## config.mk

```make
export PLATFORM = sky130hd
export DESIGN_NAME = cdma_wt_rd_sched
export DESIGN_NICKNAME = d
export VERILOG_FILES = /design/src/rtl/cdma_wt_sched_pkg.sv /design/src/rtl/cdma_wt_rr_pick.sv /design/src/rtl/cdma_wt_rd_sched.sv
export SDC_FILE = /design/constraint.sdc
export NUM_CORES = 1
export LEC_CHECK = 0
export ABC_AREA = 1
export BUFFER_PORTS_ARGS = -buffer_cell sky130_fd_sc_hd__buf_2
export CORE_MARGIN = 8
export CORE_UTILIZATION = 41
export DETAILED_ROUTE_END_ITERATION = 7
export HOLD_SLACK_MARGIN = 0.12
export PLACE_DENSITY = 0.78
export SLEW_MARGIN = 25
export SYNTH_ARGS = -nofsm -noshare
export SYNTH_HDL_FRONTEND = slang
export SYNTH_SLANG_ARGS = --single-unit
export TNS_END_PERCENT = 100
```

## constraint.sdc

```tcl
create_clock -name clk -period 2.6 [get_ports clk]
set_input_delay 0.13 -clock clk [delete_from_list [all_inputs] [get_ports clk]]
set_output_delay 0.13 -clock clk [all_outputs]
set_load 0.01 [all_outputs]
```

## src/rtl/cdma_wt_sched_pkg.sv

```systemverilog
// Shared defaults and types for the CDMA weight-read scheduler.
// Output-stage states plus the index-width helper used by the top and the picker.
package cdma_wt_sched_pkg;

  localparam int NUM_REQ_DEF = 4;
  localparam int AW_DEF      = 32;
  localparam int WTW_DEF     = 5;
  localparam int CRW_DEF     = 6;

  typedef enum logic {
    EMPTY = 1'b0,
    FULL  = 1'b1
  } out_state_e;

  // A single requester still needs a 1-bit index port.
  function automatic int idx_w(input int n);
    return (n > 1) ? $clog2(n) : 1;
  endfunction

endpackage

```

## src/rtl/cdma_wt_rr_pick.sv

```systemverilog
// Rotating-priority search: first eligible index after cur, wrapping back to cur itself.
// Purely combinational, zero latency; no backpressure of its own.
module cdma_wt_rr_pick
  import cdma_wt_sched_pkg::*;
#(
  parameter  int NUM_REQ = NUM_REQ_DEF,
  localparam int SW      = idx_w(NUM_REQ)
) (
  input  logic [NUM_REQ-1:0] elig,
  input  logic [SW-1:0]      cur,
  output logic [SW-1:0]      sel,
  output logic               any
);

  logic          found;
  logic [SW-1:0] idx;
  int            pos;

  always_comb begin
    sel   = cur;
    found = 1'b0;
    idx   = '0;
    pos   = 0;
    for (int k = 1; k <= NUM_REQ; k++) begin
      pos = int'(cur) + k;
      if (pos >= NUM_REQ) begin
        pos = pos - NUM_REQ;
      end
      idx = SW'(pos);
      if (!found && elig[idx]) begin
        sel   = idx;
        found = 1'b1;
      end
    end
  end

  assign any = |elig;

endmodule

```

## src/rtl/cdma_wt_rd_sched.sv

```systemverilog
// Weighted round-robin scheduler of weight-read requests onto one registered read port.
// One-cycle issue latency; stalls on a full output stage or exhausted outstanding credits.
module cdma_wt_rd_sched
  import cdma_wt_sched_pkg::*;
#(
  parameter  int NUM_REQ = NUM_REQ_DEF,
  parameter  int AW      = AW_DEF,
  parameter  int WTW     = WTW_DEF,
  parameter  int CRW     = CRW_DEF,
  localparam int SW      = idx_w(NUM_REQ)
) (
  input  logic                   clk,
  input  logic                   reset,
  input  logic [NUM_REQ-1:0]     req_valid,
  input  logic [NUM_REQ*AW-1:0]  req_addr,
  output logic [NUM_REQ-1:0]     req_ready,
  input  logic [NUM_REQ*WTW-1:0] wt,
  input  logic [CRW-1:0]         cfg_max_outstd,
  output logic                   rd_req_valid,
  output logic [AW-1:0]          rd_req_addr,
  output logic [SW-1:0]          rd_req_src,
  input  logic                   rd_req_ready,
  input  logic                   rsp_done,
  output logic                   sched_idle,
  output logic                   err_underflow
);

  out_state_e     state_q, state_d;
  logic [AW-1:0]  addr_q, addr_d;
  logic [SW-1:0]  src_q, src_d;
  logic [SW-1:0]  cur_q, cur_d;
  logic [WTW-1:0] wt_left_q, wt_left_d;
  logic [CRW-1:0] cnt_q, cnt_d;
  logic           err_q, err_d;

  logic [WTW-1:0]     wt_a   [NUM_REQ];
  logic [AW-1:0]      addr_a [NUM_REQ];
  logic [NUM_REQ-1:0] elig;

  for (genvar g = 0; g < NUM_REQ; g++) begin : g_unpack
    assign wt_a[g]   = wt[g*WTW +: WTW];
    assign addr_a[g] = req_addr[g*AW +: AW];
    assign elig[g]   = req_valid[g] && (wt_a[g] != '0);
  end

  logic [SW-1:0] pick_sel;
  logic          pick_any;

  cdma_wt_rr_pick #(
    .NUM_REQ (NUM_REQ)
  ) u_pick (
    .elig (elig),
    .cur  (cur_q),
    .sel  (pick_sel),
    .any  (pick_any)
  );

  logic          slot_open;
  logic          credit_ok;
  logic          keep_cur;
  logic          hs;
  logic          underflow;
  logic [SW-1:0] sel;

  always_comb begin
    slot_open = (state_q == EMPTY) || rd_req_ready;
    credit_ok = cnt_q < cfg_max_outstd;
    // The current owner keeps the grant while it has weight left and still asks.
    keep_cur  = (wt_left_q != '0) && elig[cur_q];
    sel       = keep_cur ? cur_q : pick_sel;
    hs        = slot_open && credit_ok && (keep_cur || pick_any);
    underflow = rsp_done && (cnt_q == '0);

    req_ready = '0;
    for (int i = 0; i < NUM_REQ; i++) begin
      req_ready[i] = hs && (sel == SW'(i));
    end

    state_d = state_q;
    addr_d  = addr_q;
    src_d   = src_q;
    if (hs) begin
      state_d = FULL;
      addr_d  = addr_a[sel];
      src_d   = sel;
    end else if ((state_q == FULL) && rd_req_ready) begin
      state_d = EMPTY;
    end

    cur_d     = cur_q;
    wt_left_d = wt_left_q;
    if (hs) begin
      if ((sel != cur_q) || (wt_left_q == '0)) begin
        cur_d     = sel;
        wt_left_d = wt_a[sel] - WTW'(1);
      end else begin
        wt_left_d = wt_left_q - WTW'(1);
      end
    end

    cnt_d = cnt_q;
    if (hs && !rsp_done) begin
      if (cnt_q != '1) begin
        cnt_d = cnt_q + CRW'(1);
      end
    end else if (!hs && rsp_done && !underflow) begin
      cnt_d = cnt_q - CRW'(1);
    end

    err_d = err_q || underflow;
  end

  always_ff @(posedge clk) begin
    if (reset) begin
      state_q   <= EMPTY;
      addr_q    <= '0;
      src_q     <= '0;
      cur_q     <= SW'(NUM_REQ - 1);
      wt_left_q <= '0;
      cnt_q     <= '0;
      err_q     <= 1'b0;
    end else begin
      state_q   <= state_d;
      addr_q    <= addr_d;
      src_q     <= src_d;
      cur_q     <= cur_d;
      wt_left_q <= wt_left_d;
      cnt_q     <= cnt_d;
      err_q     <= err_d;
    end
  end

  assign rd_req_valid  = (state_q == FULL);
  assign rd_req_addr   = addr_q;
  assign rd_req_src    = src_q;
  assign sched_idle    = (state_q == EMPTY) && (cnt_q == '0);
  assign err_underflow = err_q;

endmodule

```

; Word level (Yosys, flattened, before mapping)
; Index checks and enable logic that the tools add are counted.
[classes]
n_addsub = 12
order_cmp = 11
eq_ne = 6
mux = 34
bitwise = 2
reduce_logical = 43
[op_table]
columns = op, count
row1 = 32-bit binary-select mux with 2-bit select, 1
row2 = 32-bit 2-to-1 mux, 2
row3 = 5-bit nonzero test, 5
row4 = 1-bit logical AND, 20
row5 = 2-bit 2-to-1 mux, 9
row6 = 6-bit 2-to-1 mux, 3
row7 = "2-bit by 3-bit less-than comparator with 1-bit output, second input constant", 5
row8 = 5-bit 2-to-1 mux, 3
row9 = "3-bit greater-or-equal comparator, second input constant", 4
row10 = 1-bit binary-select mux with 2-bit select, 5
row11 = 5-bit binary-select mux with 2-bit select, 1
row12 = 1-bit 2-to-1 mux, 10
row13 = "5-bit by 1-bit subtractor with 5-bit output, second input constant", 2
row14 = "2-bit by 1-bit subtractor with 2-bit output, second input constant", 4
row15 = "2-bit by 2-bit adder with 3-bit output, second input constant", 2
row16 = "6-bit by 1-bit adder with 6-bit output, second input constant", 1
row17 = 1-bit logical NOT, 6
row18 = 6-bit logical NOT, 1
row19 = 6-bit less-than comparator, 1
row20 = "6-bit inequality test, second input constant", 1
row21 = "6-bit by 1-bit subtractor with 6-bit output, second input constant", 1
row22 = 5-bit logical NOT, 1
row23 = "2-bit by 3-bit adder with 4-bit output, second input constant", 1
row24 = "2-bit == test, second input constant", 2
row25 = other kinds (12), 17
[totals]
ff_bits = 49
in_bits = 162
output_inout_bits = 41
elab_cells = 115

; Depth between registers and ports, before layout
[logic_depth]
ltp_word = 22
mapped_depth = 23

; Hierarchy
; A second synthesis with hierarchy kept.
[unflattened]
hier_cells = 602
hier_area_um2 = 3763.6
[by_module_without_submodules]
columns = module, instances, cells_each, area_each_um2, seq_area_each_um2
row1 = cdma_wt_rd_sched, 1, 558, 3509.6, 980.9
row2 = cdma_wt_rr_pick, 1, 44, 254.0, 0.0

; Worst setup path after synthesis
; No wires, ideal clock.
[synth_timing]
kind = reg2reg
start = reg cnt_q[1]
end = reg cnt_q[5]
arrival_time_ns = 2.645
setup_slack_ns = -0.167
path_stages_with_launch = 18
synth_period_minus_slack_ns = 2.767
cell_sequence = dfxtp_1 > ha_1 > a21boi_0 > o21ai_0 > o2111a_1 > nand2_1 > nor2_1 > inv_1 > ha_1 > a21oi_1 > nand2_1 > nand2_1 > nand2_1 > a21oi_1 > xnor2_1 > nor2_1 > o21ai_0 > a21oi_1
[synth_via]
elab_chain_cells = 8
[synth_rtl]
columns = item, line
row1 = from (decl), cdma_wt_rd_sched.sv:33  ; logic [CRW-1:0] cnt_q, cnt_d;
row2 = from (signal assigned), cdma_wt_rd_sched.sv:128  ; cnt_q <= cnt_d;
row3 = 6-bit less-than comparator, cdma_wt_rd_sched.sv:67  ; credit_ok = cnt_q < cfg_max_outstd;
row4 = 1-bit logical AND (2 in a row), cdma_wt_rd_sched.sv:71  ; hs = slot_open && credit_ok && (keep_cur || pick_any);
row5 = 1-bit logical NOT, cdma_wt_rd_sched.sv:106  ; end else if (!hs && rsp_done && !underflow) begin
row6 = 1-bit logical AND (2 in a row), cdma_wt_rd_sched.sv:106
row7 = 2-bit nonzero test (no line), n/a
row8 = 2-bit AND reduction (no line), n/a
; Several ways; a longest one is shown, not always the timed one. The select of a mux whose other input is x is not followed.
; A chain may end at the register's enable or synchronous reset.

; Worst setup path in the final report
; Same ends and word-level chain as after synthesis.

==> out/results.tsv <==
stage	metric	value	unit
status	run status	finished clean	
floorplanning	Core Area	0.00876	sq mm
floorplanning	row cnt	34	
clocking	Reg clk slew, reported paths	0.10	ns
clocking	CTS buffer count	5	
place	routability cong.	0.869	
synthesis	Distinct cells, synth	32	
final_layout	Layout Nets	954	
floorplanning	die area	0.0123	sq mm
routing	via-per-instance ratio	5.23	
floorplanning	Starting Density	42.3	%
worst_setup_path	Req. time, crit path	2.80	ns
sta	Fin Hold WS	0.139	ns
power_and_ir_drop	sequential power share	14.5	%
synthesis	synthesized flop and latch total	49	
final_layout	# diodes	0	
power_and_ir_drop	Pwr Density	1650	mW/mm^2
sta	Worst Clk Skew	0.00783	ns
place	Final HPWL DP	10800	microns
clocking	CTS tree	done	
run	Max-Cap Viols	0	
power_and_ir_drop	Comb power frac	80.1	%
routing	via count	4658	
worst_setup_path	crit path launch	cnt_q[1]	
global_route	global-route wire length before repair	22000	microns
clocking	CTS Buffer Depth	2	
routing	drt pass-1 iters	5	
place	dpl ws	0.00871	ns
synthesis	Ys Warns	0	
synthesis	Syn Nets	748	
sta	RSZ-0062 raised after global routing	yes	
worst_setup_path	Setup CP Type	flip-flop to flip-flop	
routing	Residual DRC	0	
sta	Setup-failing EPs final	0	
hold_path	HP Start	reset	
place	port bufs	202	
synthesis	sequential-to-total area share from yosys stat	26.4	%
sta	Slew headroom	57.1	%
synthesis	Post-Synthesis Cell Area	0.00371	sq mm
synthesis	Mean Syn Cell Area	6.45	sq um
global_route	overflow left after global routing	0	
final_layout	area of the multi-input gates	0.00241	sq mm
floorplanning	Die Span Y	111	microns
clocking	CTS root buffer	clkbuf_8	
worst_setup_path	worst-path fanout max	4	
routing	detailed router's first-iteration violation count	201	
clocking	CTS HTree Levels	2	
worst_setup_path	launch point of the worst reg-to-reg path	cnt_q[1]	
place	Placed Cells	878	
worst_setup_path	crit path DAT	2.62	ns
hold_path	hold depth	2	
power_and_ir_drop	Leak Pwr	2.91	nW
sta	Slew @ Worst Pin	0.643	ns
final_layout	filler instances	820	
global_route	largest net degree at the start of global routing	44	
power_and_ir_drop	Power Internal	3.98	mW
floorplanning	die width	111	microns
floorplanning	# IOs	203	
sta	Max Fclk	0.413	GHz
clocking	clock sink total	49	
final_layout	FF+latch area	985	sq um
power_and_ir_drop	Clk pwr share	5.4	%
sta	Final Cycle Share	93.1	%
global_route	Total GRT Usage	20.7	%
routing	remaining antenna violation count	0	
power_and_ir_drop	Sw Ratio	53.6	%
final_layout	layout cells sized above 1	38.5	%
worst_setup_path	Reg2Reg Depth	17	
worst_setup_path	critical path endpoint category	flip-flop	
power_and_ir_drop	net switching power	4.59	mW
final_layout	area grow syn2layout	39.9	%
global_route	antenna violations before repair	0	
final_layout	Finished Layout Cells	890	
clocking	Clock Latency Late Sink	0.30	ns
synthesis	Syn Inst Count	575	
routing	DR WL/cell	15.3	microns
power_and_ir_drop	Worst VDD drop	0.000873	V
sta	fin worst setup slack	0.180	ns
sta	final hold vios	0	
hold_path	Worst Hold Class	primary input to flip-flop	
global_route	vias in the first global route	4839	
routing	Routed Wire Length	13600	microns
worst_setup_path	CP Launch Type	flip-flop	
sta	max-slew violation count	0	
sta	Final Critical Period	2.42	ns
[cells in the mapped netlist, drive strengths merged]
cell / n / area [sq um]
nand2: 200 / 801
nor3: 2 / 10.0
inv: 74 / 280
buf: 22 / 155
nor2: 25 / 101
dfxtp: 49 / 981
o31ai: 1 / 7.51
a21boi: 1 / 7.51
o211ai: 10 / 75.1
ha: 10 / 125
a21oi: 22 / 110
clkbuf: 9 / 33.8
o21ai: 12 / 60.1
fa: 1 / 20.0
xnor2: 3 / 26.3
xor2: 1 / 27.5
a22oi: 20 / 190
o2111a: 1 / 11.3
nand3: 82 / 435
o221ai: 23 / 208
nand4: 7 / 43.8
[critical path, cell delays in order, from the launching register on]
cell and delay (ns):
dfxtp_2 0.33, ha_1 0.25, a21boi_0 0.13, o21ai_1 0.15, o2111a_1 0.19, nand2_2 0.07
nor2_4 0.09, inv_2 0.07, ha_4 0.23, a21oi_4 0.13, nand2_1 0.07, nand2_2 0.06
nand2_1 0.06, a21oi_2 0.14, xnor2_1 0.12, nor2_1 0.07, o21ai_1 0.11, a21oi_1 0.04
[cell families after synthesis]
logic type / count (synthesis) / synth area share [%]
compound gates: 90 / 18.0
xor+xnor: 4 / 1.45
fa+ha+maj: 11 / 3.91
buf+inv: 105 / 12.6
flops: 49 / 26.4
simple gates: 316 / 37.5
[flip-flops by register name, summed over array words and instances, names as in the netlist]
register,flops
err_underflow,1
rd_req_valid,1
rd_req_addr,32
cnt_q,6
wt_left_q,5
rd_req_src,2
cur_q,2
[power groups by stage]
| stage | combinational (mW) | clock (mW) | sequential [mW] |
|---|---|---|---|
| after detailed placement | 6.37 | 0 | 1.25 |
| final | 6.86 | 0.466 | 1.24 |
| after global placement | 6.15 | 0 | 1.23 |
| after global routing | 7.74 | 0.504 | 1.28 |
| after floorplan | 4.64 | 0 | 1.35 |
| after CTS | 6.39 | 0.476 | 1.23 |
[metrics by stage]
step | power [mW] | area [sq um] | utilization, % | setup TNS, ns
after floorplan | 5.99 | 3730 | - | 0
after global placement | 7.38 | 4930 | 56.2 | 0
after detailed placement | 7.61 | 4930 | 56.2 | 0
after CTS | 8.10 | 5030 | 57.4 | 0
after global routing | 9.52 | 5190 | 59.2 | -0.113
final | 8.56 | 5190 | 59.2 | 0
[placed cells by master, fill, tap and decap left out, types with 10 or more instances in the layout]
cell	count
dfxtp_1	46
nand3_1	76
nand2_1	182
o221ai_1	22
a22oi_2	15
o21ai_0	10
buf_4	18
nand2_2	13
a21oi_1	19
nor2_1	20
buf_2	202
o211ai_1	10
inv_1	64
[final cells by class]
cell class / instances / share of cell area [%]
clock buffer: 7 / 1.47
clock inverter: 1 / 0.145
inverter: 74 / 5.54
multi-input combinational: 421 / 46.3
sequential: 49 / 19.0
tap: 108 / 2.60
timing repair buffer: 230 / 24.9
[repair_timing]
action,CTS,global route
hold buffers,2,0
pin swaps,0,7
setup endpoints to repair,1,41
gates resized for setup,1,38
buffers inserted,0,2
hold endpoints to repair,2,0
[layer usage]
layer	GRT usage, %	up-vias	wire, microns
li1	-	2321	-
met1	20.8	2140	5030
met2	39.0	171	7220
met3	6.60	26	1050
met4	6.93	0	298
met5	0	-	0
[worst paths after layout]
check,endpoint,slack [ns]
worst min-delay path,err_underflow,0.14
worst max register to register,cnt_q[5],0.18
worst max-delay path,cnt_q[5],0.18
worst min register to register,err_underflow,0.47
Note: power is estimated with default switching activity, not from simulation.
